===== src/rtl/mem_arbiter.sv =====
// mem_arbiter: four-requester arbiter in front of a single-port memory.
// Each transaction runs IDLE -> ADDR -> DATA -> IDLE, and every output is registered.
// A locked requester keeps exclusive access until it drops lock or req.
// Default arbitration is round-robin. Define MEM_ARBITER_FIXED_PRIO_EN to get
// fixed priority instead (lowest index wins). Lock behaviour is the same in both builds.
module mem_arbiter (
  input  logic        clk,
  input  logic        rst,
  input  logic [3:0]  req,
  input  logic [3:0]  lock,
  input  logic [3:0]  req_we,
  input  logic [63:0] req_addr,
  input  logic [63:0] req_wdata,
  input  logic [15:0] mem_rdata,
  output logic [3:0]  gnt,
  output logic [3:0]  ack,
  output logic [15:0] rdata,
  output logic        mem_en,
  output logic        mem_we,
  output logic [15:0] mem_addr,
  output logic [15:0] mem_wdata,
  output logic        busy
);

  typedef enum logic [1:0] {
    IDLE = 2'd0,
    ADDR = 2'd1,
    DATA = 2'd2
  } state_t;

  state_t      state;
  state_t      state_nxt;
  logic [1:0]  last_gnt;
  logic [1:0]  lock_id;
  logic        lock_valid;
  logic        lock_rel;
  logic        cur_we;
  logic [3:0]  elig;
  logic [1:0]  win;
  logic        win_vld;

  // Eligibility mask and winner selection. Both are evaluated every cycle and used only in IDLE.
  always_comb begin
    // NOTE: every signal gets a default before any branch so no latch is inferred.
    lock_rel = lock_valid && (!lock[lock_id] || !req[lock_id]);
    elig     = req;
    if (lock_valid && !lock_rel) begin
      elig = req & (4'b0001 << lock_id);
    end
    win     = 2'd0;
    win_vld = 1'b0;
`ifdef MEM_ARBITER_FIXED_PRIO_EN
    // Scan from high to low index so the lowest set bit is the last one written.
    for (int i = 3; i >= 0; i--) begin
      if (elig[i]) begin
        win     = 2'(i);
        win_vld = 1'b1;
      end
    end
`else
    // Scan offsets from 4 down to 1 so the offset nearest last_gnt+1 is the last one written.
    for (int i = 4; i >= 1; i--) begin
      if (elig[2'(last_gnt + 2'(i))]) begin
        win     = 2'(last_gnt + 2'(i));
        win_vld = 1'b1;
      end
    end
`endif
  end

  // State register.
  always_ff @(posedge clk or posedge rst) begin
    // NOTE: sequential state uses non-blocking assignments so all flops update together.
    if (rst) state <= IDLE;
    else     state <= state_nxt;
  end

  // Next-state logic.
  always_comb begin
    state_nxt = state;
    case (state)
      IDLE:    if (win_vld) state_nxt = ADDR;
      ADDR:    state_nxt = DATA;
      DATA:    state_nxt = IDLE;
      default: state_nxt = IDLE;
    endcase
  end

  // Registered outputs plus arbitration and lock bookkeeping.
  always_ff @(posedge clk or posedge rst) begin
    if (rst) begin
      gnt        <= 4'b0000;
      ack        <= 4'b0000;
      rdata      <= 16'h0000;
      mem_en     <= 1'b0;
      mem_we     <= 1'b0;
      mem_addr   <= 16'h0000;
      mem_wdata  <= 16'h0000;
      busy       <= 1'b0;
      lock_valid <= 1'b0;
      lock_id    <= 2'd0;
      last_gnt   <= 2'd3;
      cur_we     <= 1'b0;
    end else begin
      ack  <= 4'b0000;
      busy <= (state_nxt != IDLE);
      case (state)
        IDLE: begin
          if (lock_rel) lock_valid <= 1'b0;
          if (win_vld) begin
            gnt       <= 4'b0001 << win;
            mem_en    <= 1'b1;
            mem_we    <= req_we[win];
            cur_we    <= req_we[win];
            mem_addr  <= req_addr[{win, 4'b0000} +: 16];
            mem_wdata <= req_wdata[{win, 4'b0000} +: 16];
            last_gnt  <= win;
            if (lock[win]) begin
              lock_valid <= 1'b1;
              lock_id    <= win;
            end
          end
        end
        ADDR: begin
          mem_en <= 1'b0;
          mem_we <= 1'b0;
        end
        DATA: begin
          // On a write, rdata keeps its previous value.
          if (!cur_we) rdata <= mem_rdata;
          ack <= gnt;
          gnt <= 4'b0000;
        end
        default: begin
          gnt <= 4'b0000;
        end
      endcase
    end
  end

endmodule


===== config.mk =====
export PLATFORM = sky130hd
export DESIGN_NAME = mem_arbiter
export DESIGN_NICKNAME = d
export VERILOG_FILES = /design/src/rtl/mem_arbiter.sv
export SDC_FILE = /design/constraint.sdc
export NUM_CORES = 1
export LEC_CHECK = 0
export ABC_AREA = 1
export BUFFER_PORTS_ARGS = -buffer_cell sky130_fd_sc_hd__buf_2
export CAP_MARGIN = 0
export CORE_MARGIN = 4
export CORE_UTILIZATION = 35
export CTS_CLUSTER_SIZE = 20
export DETAILED_ROUTE_END_ITERATION = 10
export PLACE_DENSITY = 0.73
export SYNTH_ARGS = -nofsm -noshare
export SYNTH_HDL_FRONTEND = slang
export SYNTH_SLANG_ARGS = --single-unit

===== constraint.sdc =====
create_clock -name clk -period 4.35 [get_ports clk]
set_clock_uncertainty 0.05 [all_clocks]
set_input_delay 0.87 -clock clk [delete_from_list [all_inputs] [get_ports clk]]
set_output_delay 0.87 -clock clk [all_outputs]
set_load 0.005 [all_outputs]

=== Word level (Yosys, flattened, before mapping) ===
Index checks and enable logic that the tools add are counted.

* $add $sub $neg: 3
* Order comparisons: 6
* Equal/unequal tests: 3
* Shifts and indexed selects: 4
* Muxes and demuxes: 37
* Bitwise logic cells: 3
* Reduce and logical (&&, ||, !) cells: 14

{| class="wikitable"
|+ Operator list
! operator !! number
|-
| variable part select 64 x 7 -> 16 bit || 2
|-
| less-than comparator 2 x 3 -> 1 bit, second input constant || 6
|-
| 2-to-1 mux 1 bit || 17
|-
| binary-select mux 1 bit (select 2 bit) || 8
|-
| 2-to-1 mux 4 bit || 3
|-
| 2-to-1 mux 2 bit || 5
|-
| case mux 4 bit (2 select lines) || 1
|-
| AND reduction 2 bit || 4
|-
| << shifter 1 x 2 -> 4 bit, first input constant || 2
|-
| adder 2 bit, second input constant || 2
|-
| AND 4 bit || 1
|-
| case mux 1 bit (2 select lines) || 2
|-
| case mux 2 bit (2 select lines) || 1
|-
| nonzero test 2 bit || 2
|-
| logical NOT 1 bit || 3
|-
| AND reduction 3 bit || 1
|-
| adder 2 x 1 -> 2 bit, second input constant || 1
|-
| equality test 2 x 1 -> 1 bit, second input constant || 1
|-
| equality test 2 bit, second input constant || 1
|-
| logical AND 1 bit || 2
|-
| logical NOT 2 bit || 1
|-
| inequality test 2 bit, second input constant || 1
|-
| NOT 1 bit || 2
|-
| logical OR 1 bit || 1
|}

* Bits in registers: 67
* Input bits: 158
* Output and inout bits: 59

=== Depth between registers and ports, before layout ===
* Depth after elaboration: 18
* Gate-level depth with buffers: 23
* Mapped depth without buffers: 21

=== Worst setup path after synthesis ===
OpenSTA, ideal clock, no wires.

* Path type: in2reg
* From: input req[3]
* To: register mem_addr[15]
* Data arrival time: 2376 ps
* Required time: 4181 ps
* Path slack: 1805 ps
* Stages on the path: 19
* Path buffers: 2
* Cells stage by stage: nand2_1 nand2_1 nand2_1 nand2_1 nand3_2 nand2_1 nand3_1 nand3_1 nand2_1 inv_2 nand2_1 nand3_2 nand2_4 inv_2 buf_6 buf_6 nand3_1 nand2_1 o21a_1

* Word-level cells in the longest chain between the ends: 15
* Elaborated cells between the ends (all ways): 27
* Those cells by class: shift (1); mux (19); bitwise (1); reduce/logical (6)

{| class="wikitable"
|+ RTL lines
! item !! line !! text
|-
| start: declaration || 9 || <nowiki>input logic [3:0] req,</nowiki>
|-
| binary-select mux 1 bit (select 2 bit) || 45 || <nowiki>lock_rel = lock_valid && (!lock[lock_id] || !req[lock_id]);</nowiki>
|-
| 2-to-1 mux 1 bit (implied by the code) || 45 ||
|-
| logical NOT 1 bit || 45 ||
|-
| logical OR 1 bit || 45 ||
|-
| logical AND 1 bit || 45 ||
|-
| logical NOT 1 bit || 47 || <nowiki>if (lock_valid && !lock_rel) begin</nowiki>
|-
| logical AND 1 bit || 47 ||
|-
| 2-to-1 mux 4 bit * || 47 ||
|-
| binary-select mux 1 bit (select 2 bit) || 63 || <nowiki>if (elig[2'(last_gnt + 2'(i))]) begin</nowiki>
|-
| 2-to-1 mux 1 bit (implied by the code) || 63 ||
|-
| 2-to-1 mux 2 bit / 2-to-1 mux 1 bit (equally long branches) (4 in a row) || 63 ||
|-
| variable part select 64 x 7 -> 16 bit / AND reduction 2 bit (equally long branches) || -- ||
|-
| end signal: assignment || 115 || <nowiki>mem_addr <= req_addr[{win, 4'b0000} +: 16];</nowiki>
|-
| end: declaration || 20 || <nowiki>output logic [15:0] mem_addr,</nowiki>
|}

Every way passes the cells marked *; elsewhere a longest branch is shown, timed or not. The select of a mux whose other input is x is not followed.
A chain may end at the register's enable or synchronous reset.

=== Final worst setup path ===
* From: input req[3]
* To: register mem_we

* Word-level cells in the longest chain between the ends: 18
* Elaborated cells between the ends (all ways): 31
* Those cells by class: eq/ne (1); mux (23); bitwise (1); reduce/logical (6)

{| class="wikitable"
|+ RTL lines
! item !! line !! text
|-
| binary-select mux 1 bit (select 2 bit) || 45 ||
|-
| 2-to-1 mux 1 bit (implied by the code) || 45 ||
|-
| logical NOT 1 bit || 45 ||
|-
| logical OR 1 bit || 45 ||
|-
| logical AND 1 bit || 45 ||
|-
| logical NOT 1 bit || 47 ||
|-
| logical AND 1 bit || 47 ||
|-
| 2-to-1 mux 4 bit * || 47 ||
|-
| binary-select mux 1 bit (select 2 bit) || 63 ||
|-
| 2-to-1 mux 1 bit (implied by the code) || 63 ||
|-
| 2-to-1 mux 2 bit (4 in a row) || 63 ||
|-
| binary-select mux 1 bit (select 2 bit) || 113 || <nowiki>mem_we <= req_we[win];</nowiki>
|-
| 2-to-1 mux 1 bit (implied by the code) || 113 ||
|-
| 2-to-1 mux 1 bit || 110 || <nowiki>if (win_vld) begin</nowiki>
|-
| case mux 1 bit (2 select lines) || 107 || <nowiki>case (state)</nowiki>
|-
| end signal: assignment || 113 ||
|-
| end: declaration || 19 || <nowiki>output logic mem_we,</nowiki>
|}

Marked as above.

==> impl_metrics.tcl <==
set metrics [dict create \
    fillers 1176 \
    synthMostInstantiatedCell "nand2_1" \
    critPathCaptureType "flip-flop" \
    postRouteWirelength_mm 12.32 \
    synth_edf_count 0 \
    synth-simple-area-share_pct 45.73 \
    die_y_um 115.9 \
    hold_buffers 0 \
    worstPathMaxFanout 39 \
    dieWidth_um 115.9 \
    drtIter0Drc 190 \
    syn_area_per_cell_um2 6.631 \
    cap_violations 0 \
    vdd_drop_max_uv 819.7 \
    die_area_um2 13420 \
    synth-compound-area-share_pct 2.182 \
    htree_levels 3 \
    cp_common_cell "nand2_1" \
    min-delay-start "mem_wdata[9]" \
    clkPwrFrac_pct 14.4 \
    seq_power_share_pct 19.2 \
    switching_share_pct 51.20 \
    fin_crit_sh_pct 67.29 \
    synthCells 614 \
    clockBufferDepth 2 \
    rsz0062_at_grt "false" \
    top_usage_layer "met2" \
    outcome "complete, no violations" \
    ys_warn_count 0 \
    path_delay_family "simple AND/OR/NAND/NOR gates" \
    netSwitchingPower_mw 2.973 \
    synthAdderAreaFrac_pct 0 \
    synth_xor_area_share_pct 0.2151 \
    synth_top_flop_cell "dfrtp_1" \
    via_per_inst 4.599 \
    cts-resized-gates 0 \
    worst_r2r_path_depth 20 \
    grtUsageMet2_pct 30.23 \
    crit_cells 20 \
    grt_antenna_before_repair 0 \
    grtUsageMet1_pct 23.72 \
    tightest_slew_ns 0.9420 \
    first_global_vias 4047 \
    path_cells "buf_2 -> nand2_1 -> nand2_1 -> nand2_1 -> nand2_1 -> nand3_2 -> nand2_1 -> nand3_1 -> nand3_1 -> nand2_1 -> inv_2 -> nand3_2 -> nand2_4 -> buf_4 -> nand2_1 -> nand2_1 -> nand2_1 -> nand2_1 -> nand2_1 -> nand2_1" \
    rr_endpoint "mem_we" \
    worstReg2RegStart "lock_id[0]" \
    rows 39 \
    nNetsFinal 971 \
    via_count 4420 \
    yosys-top-cells-area "dfrtp_1 (40%), nand2_1 (35%), nand3_1 (7.0%)" \
    worstPathRequired_ns 4.55 \
    synthMuxAreaShare_pct 4.425 \
    wl_per_cell_um 12.82 \
    p_int_mw 2.834 \
    drive_gt1_share_pct 33.62 \
    grt_pass1_wl_mm 19.44 \
    crit_end "mem_we" \
    cp-start-kind "primary input" \
    crit_type "in2reg" \
    tns_ns 0 \
    synth_top_family_by_area "simple AND/OR/NAND/NOR gates" \
    netlist.area_leader.share_pct 39.95 \
    dp_hpwl_mm 8.935 \
    slowest_delay_ns 0.41 \
    grtUsageMet3_pct 2.820 \
    dr.pass1.iters 4 \
    multiInputGateArea_um2 2145 \
    placement.io_buffers 216 \
    ff_latch_area_um2 1679 \
    cts_buffers 9 \
    p_leak_nw 3.356 \
    ant_nets 0 \
    cts_setup_buffers 0 \
    arrival_ns 3.13 \
    reg2reg_slack_ns 1.48 \
    syn_area_um2 4071 \
    yosysTopAreaCell "dfrtp_1" \
    maxSlewHeadroom_pct 37.11 \
    core_area_um2 11420 \
    tritoncts "built" \
    diodes 0 \
    start_util_pct 35.66 \
    globalRouteTotalUtil_pct 17.84 \
    clk_latency_ns 0.32 \
    grt_start_max_net_pins 70 \
    ys_ff_latch 67 \
    dp_cells 945 \
    hold_viol 0 \
    clock_sinks 67 \
    hp-class "reg2reg" \
    cts-root-buf "clkbuf_16" \
    final_max_slew_viol_count 0 \
    startpoint "req[3]" \
    slowest_stage "buf_4" \
    ys_async_sr_fraction_pct 100.0 \
    max_freq_mhz 341.6 \
    fin_crit_ns 2.927 \
    crit_buf_inv 3 \
    p_comb_share_pct 66.4 \
    syn-num-nets 772 \
    pin_count 217 \
    final_cells 961 \
    syn_to_final_growth_pct 36.57 \
    ys_types 24 \
    path_clk_slew_ns 0.06 \
    pwr_density_cell_nw_per_um2 1044 \
    fin_util_pct 48.70 \
    grt_overflow 0 \
    final-setup-viol-count 0 \
    drcViolationCount 0 \
    synth_seq_area_share_pct 41.24 \
    synth_commonest_cells "nand2_1 (382), dfrtp_1 (65), nand3_1 (57)" \
    gp_congestion 0.8299 \
]
[layer usage]
metal | vias up | wire [um] | part of all wire, %
met1 | 1978 | 5417 | 44
met2 | 135 | 5914 | 48
met4 | 0 | 197 | 1.6
met5 | - | 0 | 0
met3 | 14 | 789 | 6.4
li1 | 2293 | - | -
[kinds of logic after synthesis]
group / count (synthesis)
flip-flops: 67
AND/OR/NAND/NOR: 462
multiplexers: 16
buffers and inverters: 54
AO/OA/AOI/OAI: 14
XOR/XNOR: 1
[worst min path at each step]
stage | endpoint | cells past startpoint
after floorplan | cur_we | 2
after global placement | mem_wdata[9] | 2
after detailed placement | mem_wdata[7] | 2
after CTS | mem_wdata[7] | 2
after global routing | mem_addr[4] | 2
final | mem_wdata[9] | 2
[sequential cells by signal, summed over array words and instances (netlist names)]
name / count
lock_id: 2
mem_en: 1
mem_wdata: 16
ack: 4
rdata: 16
cur_we: 1
state: 2
busy: 1
mem_we: 1
gnt: 4
lock_valid: 1
last_gnt: 2
mem_addr: 16
[cell type report]
cell class	count	area share, %
sequential	67	30.20
tap	143	3.218
clock inverter	6	2.025
timing repair buffer	222	20.48
multi-input combinational	493	38.57
inverter	20	1.395
clock buffer	10	4.118
[stage by stage]
stage | instance area [um2] | hold WS [ns] | setup WS, ns | total power, mW
6_report | 5560 | 0.4219 | 1.423 | 5.807
5_1_grt | 5560 | 0.4429 | 1.078 | 6.519
2_1_floorplan | 4071 | 0.3916 | 1.750 | 4.099
3_3_place_gp | 5219 | 0.4089 | 1.096 | 4.976
4_1_cts | 5560 | 0.4260 | 1.389 | 5.881
3_5_place_dp | 5219 | 0.4105 | 1.043 | 5.027
[placed cells by master, fill, tap and decap left out, types with 3 or more instances in the layout]
cell and instances:
inv_1 15, mux2_2 16, dfrtp_1 65, buf_4 5, o21ai_0 6, bufinv_16 3, nand3_1 57, nor2_1 8
o21a_1 6, inv_2 4, nand3_2 4, or2_2 7, nand2_1 382, clkbuf_16 9, buf_2 216
[tightest hold or removal path, stage by stage (launching register included)]
cell and delay, ns:
dfrtp_1 0.33, nand2_1 0.05, nand2_1 0.06
[power by group through the flow]
stage	Sequential, mW	Combinational, mW	Clock (mW)
global placement	1.11	3.87	0
finish	1.11	3.86	0.836
global route	1.15	4.49	0.882
floorplan	1.11	2.99	0
CTS	1.11	3.92	0.854
detailed placement	1.12	3.91	0
(Power assumes the default switching activity.)
